`src/rtl/digit_selector.sv`:
```
// Single-digit up/down selector for the keypad path.
// Holds one digit in 0..MAX_DIGIT, stepped by one-clock button pulses while
// enable_digit_select is high. Output comes straight from a flop.
// Optional build macro DIGIT_SELECTOR_EDGE_DETECT_EN: qualify steps on the
// rising edge of up_pulse/down_pulse instead of on their level.
module digit_selector #(
  parameter int unsigned MAX_DIGIT   = 9,
  parameter int unsigned RESET_DIGIT = 0
) (
  input  logic       clk,
  input  logic       sys_reset,
  input  logic       enable_digit_select,
  input  logic       up_pulse,
  input  logic       down_pulse,
  output logic [3:0] current_digit
);

  localparam logic [3:0] MaxDigit   = 4'(MAX_DIGIT);
  localparam logic [3:0] ResetDigit = 4'(RESET_DIGIT);

  logic       step_up;
  logic       step_down;
  logic [3:0] digit_d;

`ifdef DIGIT_SELECTOR_EDGE_DETECT_EN
  logic up_prev;
  logic down_prev;

  // Previous-value flops; run regardless of enable so a disabled edge is consumed
  always_ff @(posedge clk) begin
    if (sys_reset) begin
      up_prev   <= 1'b0;
      down_prev <= 1'b0;
    end else begin
      up_prev   <= up_pulse;
      down_prev <= down_pulse;
    end
  end

  assign step_up   = up_pulse & ~up_prev;
  assign step_down = down_pulse & ~down_prev;
`else
  assign step_up   = up_pulse;
  assign step_down = down_pulse;
`endif

  // Next digit: wrap compare happens before the add/subtract, out-of-range loads 0
  always_comb begin
    digit_d = current_digit;
    if (enable_digit_select && (step_up != step_down)) begin
      if (current_digit > MaxDigit) begin
        digit_d = 4'd0;
      end else if (step_up) begin
        digit_d = (current_digit == MaxDigit) ? 4'd0 : current_digit + 4'd1;
      end else begin
        digit_d = (current_digit == 4'd0) ? MaxDigit : current_digit - 4'd1;
      end
    end
  end

  // Digit register; reset wins over any step
  always_ff @(posedge clk) begin
    if (sys_reset) begin
      current_digit <= ResetDigit;
    end else begin
      current_digit <= digit_d;
    end
  end

endmodule

```
`config.mk`:
```
export PLATFORM = sky130hd
export DESIGN_NAME = digit_selector
export DESIGN_NICKNAME = d
export VERILOG_FILES = /design/src/rtl/digit_selector.sv
export SDC_FILE = /design/constraint.sdc
export NUM_CORES = 1
export LEC_CHECK = 0
export ABC_CLOCK_PERIOD_IN_PS = 2100
export CAP_MARGIN = 20
export CORE_AREA = 2 2 39 41
export DETAILED_ROUTE_END_ITERATION = 12
export DIE_AREA = 0 0 41 43
export SYNTH_ARGS = -nofsm -noshare
export SYNTH_HDL_FRONTEND = slang
export SYNTH_SLANG_ARGS = --single-unit
```
`constraint.sdc`:
```
create_clock -name clk -period 2.1 [get_ports clk]
set_input_delay 0.315 -clock clk [delete_from_list [all_inputs] [get_ports clk]]
set_output_delay 0.315 -clock clk [all_outputs]
set_load 0.005 [all_outputs]
```
; ---- Word level (Yosys, flattened, before mapping)
; Index checks and enable logic that the tools add are counted.
; Widths: inputs -> output; s select.
[classes]
n_lt_le_gt_ge = 1
n_reduce_logical = 2
muxes = 4
n_eq_ne = 2
add_sub_neg = 2
[ops]
columns = operator, n
row1 = $mux 4, 4
row2 = $add 4x1->4 const B, 1
row3 = $eq 4x4->1 const B, 1
row4 = $gt 4x4->1 const B, 1
row5 = $logic_not 4->1, 1
row6 = $sub 4x1->4 const B, 1
row7 = $logic_and 1x1->1, 1
row8 = $ne 1x1->1, 1
[word_totals]
elab_cells = 12
out_inout_bits = 4
register_bits = 4

; ---- Logic depth before layout (Yosys ltp)
[logic_depth]
depth_word = 4
depth_mapped = 5
mapped_depth_nobuf = 4

; ---- Least setup slack after synthesis
; Ideal clock, no wire load.
[synth_path]
kind = register to register
start = register current_digit[1]
end = register current_digit[3]
setup_ns = 0.088
path_stages_with_launch = 6
synth_period_minus_slack_ns = 1.565
required_time_ns = 2.012
setup_slack_ns = 0.535
arrival_time_ns = 1.477
cell_sequence = dfxtp_1 -> buf_6 -> or4b_4 -> a32oi_2 -> nor3b_1 -> nor4_2
[synth_between]
elab_chain_len = 4
elab_cells_between_ends = 9
[synth_lines]
columns = element, line_no
row1 = start: declaration, 15  ; output logic [3:0] current_digit
row2 = start signal: assignment, 64  ; current_digit <= ResetDigit;
row3 = start signal: assignment, 66  ; current_digit <= digit_d;
row4 = $sub 4x1->4 (tied with other cells), 56  ; digit_d = (current_digit == 4'd0) ? MaxDigit : current_digit - 4'd1;
row5 = $mux 4 (on tied branches), "56, 54"
row6 = $mux 4, 53  ; end else if (step_up) begin
row7 = $mux 4 *, 51  ; if (current_digit > MaxDigit) begin
; Every way passes the cells marked *; elsewhere a longest branch is shown, timed or not.
; A chain may end at the register's enable or synchronous reset.

; ---- Worst setup path in the final report
[layout_path]
start = input port up_pulse
end = register current_digit[3]
[layout_between]
elab_chain_len = 2
elab_cells_between_ends = 4
[layout_lines]
columns = element, line_no
row1 = start: declaration, 13  ; input logic up_pulse,
row2 = $mux 4 / $ne 1x1->1 (equally long branches), "53, 50"
row3 = $mux 4 / $logic_and 1x1->1 (equally long branches), "51, 50"
; Parallel ways exist; a longest one is shown, timed or not.

==> results by group <==
CTS
  – PostCTS Resize Cnt: 0
  – CTS H-tree lvls: 1
  – Setup repair bufs after CTS: 0
  – Clock sink count: 4
  – TritonCTS clock tree: yes
  – CTS Buffer Depth: 2
  – Clk Latency, worst-skew pair: 0.23 ns
  – CTS root buffer: clkbuf_4
  – CTS Hold Buffers Added: 0
  – Reg clk slew, reported paths: 0.03 ns
  – Total CTS buffers: 3

Critical path
  – Crit. End Element: flop
  – Max FO, Critical Path: 5
  – WP data required: 2.24 ns
  – Startpoint types: input port
  – CP Data Arrival Time: 1.87 ns
  – Critical path class: input port to flop
  – FF-to-FF path depth: 4

Global route
  – Total grt overflow: 0
  – First-pass GRT wire length: 1.324 mm
  – GRT Total Usage: 0.1124
  – Largest net degree at the start of global routing: 14
  – Initial antenna violation count: 0
  – Via count of the first global-routing pass: 328

Yosys
  – Post-synth top area share: 0.2112
  – Post-synthesis cell type count: 26
  – Sequential cell area fraction in the yosys report: 0.2112
  – Post-synth EDFFs: 0
  – Simple-Gate Fraction of Synth Area: 0.3201
  – Mapped cell area: 379.1 sq um
  – Syn_nets: 50
  – Fraction of registers with async set/reset: 0
  – Synth area leaders: dfxtp_1 21%, a21oi_1 7.9%, clkbuf_8 7.3%
  – Top FF cell, synth: dfxtp_1
  – Post-Synth Adder-Cell Area: 0
  – Leading area contributor after synthesis: dfxtp_1
  – Gate Count Post-Synth: 45
  – Synth warn: 0
  – XOR/XNOR Fraction of Synth Area: 0.04620
  – Avg Cell Area, Syn: 8.425 sq um
  – Compound-Gate Fraction of Synth Area: 0.3003
  – Combinational family with the most area after synthesis: simple AND/OR/NAND/NOR gates
  – Multiplexer share of the synthesized area: 0
  – Register bit count reported by yosys: 4

Floorplan
  – Die footprint: 0.001763 sq mm
  – Core area: 0.001384 sq mm
  – Die Wd: 41 um
  – Die H: 43 um
  – Starting Density: 0.2740
  – Core Rows: 14
  – # IOs: 9

Timing
  – Setup TNS: 0 ns
  – Final period utilization: 0.8217
  – Setup Skew: 0.003065 ns
  – Setup violations, final: 0
  – RSZ-0062 raised after global routing: no
  – Worst slew pin tran: 0.4028 ns
  – Post-route minimum period: 1.726 ns
  – Fmax: 579.5 MHz
  – Final Hold Vio Count: 0
  – Slew HR: 0.7311
  – Final Max Tran Viols: 0

Routing
  – Drt pass-1 iters: 3
  – DR vias/cell: 5.086
  – Routed WL per cell: 11.13 um
  – DRC viols: 0
  – Final wirelength: 779 um
  – Antenna Nets Post-Route: 0
  – DRT iter0 DRCs: 2
  – Via count: 356

Final layout
  – Area delta synth->final: 24.09%
  – Share of layout cells above drive strength 1: 0.1852
  – Largest regs: current_digit (4)
  – Diode count: 0
  – Nets: 61
  – Flip-flop count of the largest register after layout: 4
  – Cell area after layout: 470.5 sq um
  – Post-route insts no fill: 70
  – Top reg by flops: current_digit

Power and ir drop
  – LEAKAGE: 0.1479 nW
  – Worst VDD drop: 397.0 uV
  – Power Density: 501.3 mW/mm^2

Job
  – MaxCap Viol Count: 0

Placement
  – Post-DP HPWL: 560.9 um
  – Post-DP Area: 447.9 sq um
  – GP Congestion: 0.7050
  – Cell count after placement: 67
  – IO buf count: 8

Run status
  – Status: finished, final reports clean

Hold path
  – Cells on Worst Hold Path: 2
  – Hold crit path type: flop to flop
-- placed cells by master (no fill, tap or decap) --
master	Yosys	routed
a21boi_0	1	1
a21oi_1	6	6
a31oi_1	1	1
a32oi_2	1	1
and2b_2	2	2
buf_4	1	2
clkbuf_4	0	3
clkdlybuf4s50_1	0	8
dfxtp_1	4	4
nand2_1	5	5
nand2b_1	1	1
nand3b_1	2	2
nand4b_1	1	1
nor2_1	2	2
nor2b_1	1	1
nor3b_1	1	1
nor4_2	1	1
o2111ai_1	1	1
o21a_1	1	1
o21ai_0	3	3
o21bai_1	1	1
o22ai_1	1	1
o311ai_0	1	1
or4_1	1	1
or4b_4	1	1
xnor2_1	2	2
-- worst max-delay path, stage by stage --
cell,delay [ns]
clkdlybuf4s50_1,0.48
or4b_4,0.52
a32oi_2,0.24
nor3b_1,0.09
nor4_2,0.23
-- area by class of cell --
cell class	instances	area [sq um]
clock buffer	3	22.52
fill	155	913.4
multi-input combinational	37	252.7
sequential	4	80.08
tap	16	20.02
timing repair buffer	10	95.09
-- layer usage --
metal / up-vias / part of all wire / GRT usage
met5: - / 0 / 0
met4: 0 / 0 / 0.04000
li1: 189 / - / -
met3: 0 / 0.062 / 0.07853
met1: 158 / 0.49 / 0.1350
met2: 9 / 0.45 / 0.1531
-- cell usage after synthesis, drive strengths merged (2+ instances only) --
| library cell | instances |
|---|---|
| nand3b | 2 |
| nor2 | 2 |
| xnor2 | 2 |
| buf | 2 |
| dfxtp | 4 |
| o21ai | 3 |
| and2b | 2 |
| clkbuf | 2 |
| nand2 | 5 |
| a21oi | 6 |
-- power by group --
part,internal (mW),total (mW),switching (mW)
Combinational,0.0319,0.0525,0.0206
Clock,0.0638,0.0942,0.0304
Sequential,0.0799,0.0891,0.00922
-- final timing paths --
check | start | endpoint | slack, ns
hold reg to reg | current_digit[1] | current_digit[1] | 0.62
setup reg to reg | current_digit[1] | current_digit[3] | 0.46
setup / recovery | up_pulse | current_digit[3] | 0.37
hold / removal | current_digit[1] | current_digit[1] | 0.62
-- cells by family after synthesis --
logic type | Yosys count
compound gates | 17
xor+xnor | 2
buf+inv | 4
flops | 4
simple gates | 18
-- metrics by stage --
stage | worst slack, ns | hold WS (ns) | util | power (mW)
after floorplan | 0.5352 | 0.3841 | - | 0.1250
after global placement | 0.1599 | 0.5942 | 0.3237 | 0.1416
after detailed placement | 0.1396 | 0.6022 | 0.3237 | 0.1426
after CTS | 0.3678 | 0.6244 | 0.3400 | 0.2398
after global routing | 0.2694 | 0.6593 | 0.3400 | 0.2575
final | 0.3744 | 0.6185 | 0.3400 | 0.2358
Power figures use the tool's default switching activity.
==> RTL edit (same settings) <==
Add a define of `DIGIT_SELECTOR_EDGE_DETECT_EN`.
--- a/src/rtl/digit_selector.sv
+++ b/src/rtl/digit_selector.sv
@@ -3,6 +3,8 @@
 // enable_digit_select is high. Output comes straight from a flop.
 // Optional build macro DIGIT_SELECTOR_EDGE_DETECT_EN: qualify steps on the
 // rising edge of up_pulse/down_pulse instead of on their level.
+`define DIGIT_SELECTOR_EDGE_DETECT_EN
+
 module digit_selector #(
   parameter int unsigned MAX_DIGIT   = 9,
   parameter int unsigned RESET_DIGIT = 0
Function: changed (Yosys sat finds a counterexample within 4 cycles, from zero or initial values and one cycle with sys_reset high).
==> RTL edit against the unedited design <==
- cell area is 0.27% higher
- sequential share of layout area is 8.4 points higher
- area after synthesis is 3.0% lower
- wire length is 9.0% lower
- maximum frequency is 7.2% higher
- sequential power is 52% higher
- sequential cell count is 2 higher
- first-iteration DRC count stayed put
- via count is 2.8% lower
- total power is 35% higher
- clock skew is 0.79 ps higher
- setup slack better by 120 ps
- combinational power is 39% higher
- highest routed layer is now met4
==> RTL edit: results (changes against the unedited design) <==
Outcome
  • Run status: completed

Synthesis
  • Top cells by area, synth: dfxtp_1 33%, xnor2_1 7.1%, a21oi_1 4.1%
  • Netlist cell types: 25 (-3.8%)
  • Post-synth top area share: 32.65% (+12 points)
  • Most frequent cells after synthesis: 6 x dfxtp_1, 4 x nand2_1, 4 x nor2_1, 3 x a21oi_1, 3 x xnor2_1
  • Sequential-to-total area share from yosys stat: 32.65% (+12 points)

CTS
  • Post-cts repair resize count: 0 (unchanged)
  • Max clock buf depth: 2 (unchanged)
  • H-tree depth reported by CTS: 1 (unchanged)
  • Clock Latency Late Sink: 250 ps (+20 ps)
  • Clock-pin slew on the worst setup and hold paths: 50 ps (+20 ps)

Layout
  • Biggest regs: current_digit: 4 flops, down_prev: 1 flops, up_prev: 1 flops
  • Filler cell count: 147 (-5.2%)
  • Max reg flops: 4 (unchanged)
  • Nets: 60 (-1.6%)
  • Layout cells sized above 1: 11.32% (-7.2 points)

Detailed routing
  • Vias per cell: 5.014 (-1.4%)
  • Top routing layer used: met4
  • DR WL met3: 55 µm (+15%)
  • Routed wl met2: 298 µm (-14%)
  • WL final: 709 µm (-9.0%)
  • Metal-1 WL: 335 µm (-13%)
  • Drt pass-1 iters: 2 (-1)

Global route
  • First-pass GRT wire length: 1041 µm (-21%)
  • GRT Total Usage: 9.447% (-1.8 points)
  • Number of global-route vias before repair: 252 (-23%)
  • Largest net degree at the start of global routing: 10 (-4)

Hold path
  • Hold Startpoint: current_digit[0]
  • Worst hold stages: 2 (unchanged)
  • Min-Delay Endpoint: current_digit[0]

Pwr
  • Peak VDD IR: 0.0003886 V (-2.1%)
  • Lkg Pwr: 0.0001778 µW (+20%)

Placement
  • Final RePlAce weighted congestion: 0.6952 (-1.4%)
  • I/O Buffers: 8 (unchanged)
  • HPWL after DPL: 530 µm (-5.5%)
  • Placement Cell Area: 449.2 µm² (+0.28%)

Setup path
  • CP max FO: 9 (+4)
  • CP Capture Point: current_digit[0]
  • Delay-heaviest family, CP: buffers and inverters
  • Crit path from: current_digit[0]
  • Crit-path slowest cell: clkdlybuf4s50_1
  • CP Data Arrival Time: 1300 ps (-570 ps)
  • R2R Setup Slk: 750 ps (+290 ps)
  • Worst r2r src: current_digit[2]
  • Slowest stage delay, CP: 560 ps (+40 ps)

Timing
  • Clock Skews: 3.854 ps (+0.7894 ps)
  • Slew headroom: 79.64% (+6.5 points)
## RTL edit: kinds of logic (layout without fill, tap and decap cells)
logic type | count (synthesis) | after routing | share of synthesized area [%]
AND/OR/NAND/NOR | 19 | 19 | 29.59
AO/OA/AOI/OAI | 11 | 11 | 21.09
flip-flops | 6 | 6 | 32.65
buffers and inverters | 5 | 13 | 7.144
XOR/XNOR | 4 | 4 | 9.526
## RTL edit: layer usage
layer,track usage (%),up-vias
li1,-,176
met1,12.26,156
met2,10.94,12
met3,6.283,2
met4,6.000,0
met5,0,-
## RTL edit: cell type report
type | instances | area (µm²) | share of cell area [%]
Tap cell | 16 | 20.02 | 4.244
Multi-Input combinational cell | 34 | 221.5 | 46.95
Inverter | 2 | 7.507 | 1.592
Sequential cell | 6 | 120.1 | 25.46
Clock buffer | 3 | 22.52 | 4.775
Timing Repair Buffer | 8 | 80.08 | 16.98
## RTL edit: stage by stage
| stage | power [µW] | setup WS, ps | instances | hold slack, ps | utilization [%] |
|---|---|---|---|---|---|
| after floorplan | 186.1 | 729.9 | 45 | 384.1 | - |
| after global routing | 336.5 | 414.9 | 69 | 619.3 | 34.09 |
| after CTS | 322.4 | 479.6 | 69 | 594.0 | 34.09 |
| after global placement | 210.4 | 296.3 | 66 | 587.1 | 32.46 |
| after detailed placement | 210.9 | 278.6 | 66 | 584.9 | 32.46 |
| final | 319.2 | 489.9 | 69 | 591.4 | 34.09 |
## RTL edit: where the power goes
group	switching [µW]	total (µW)	internal, µW
Combinational	31.6	73.0	41.4
Clock	46.0	111	65.0
Sequential	13.1	135	122
Total	90.8	319	228
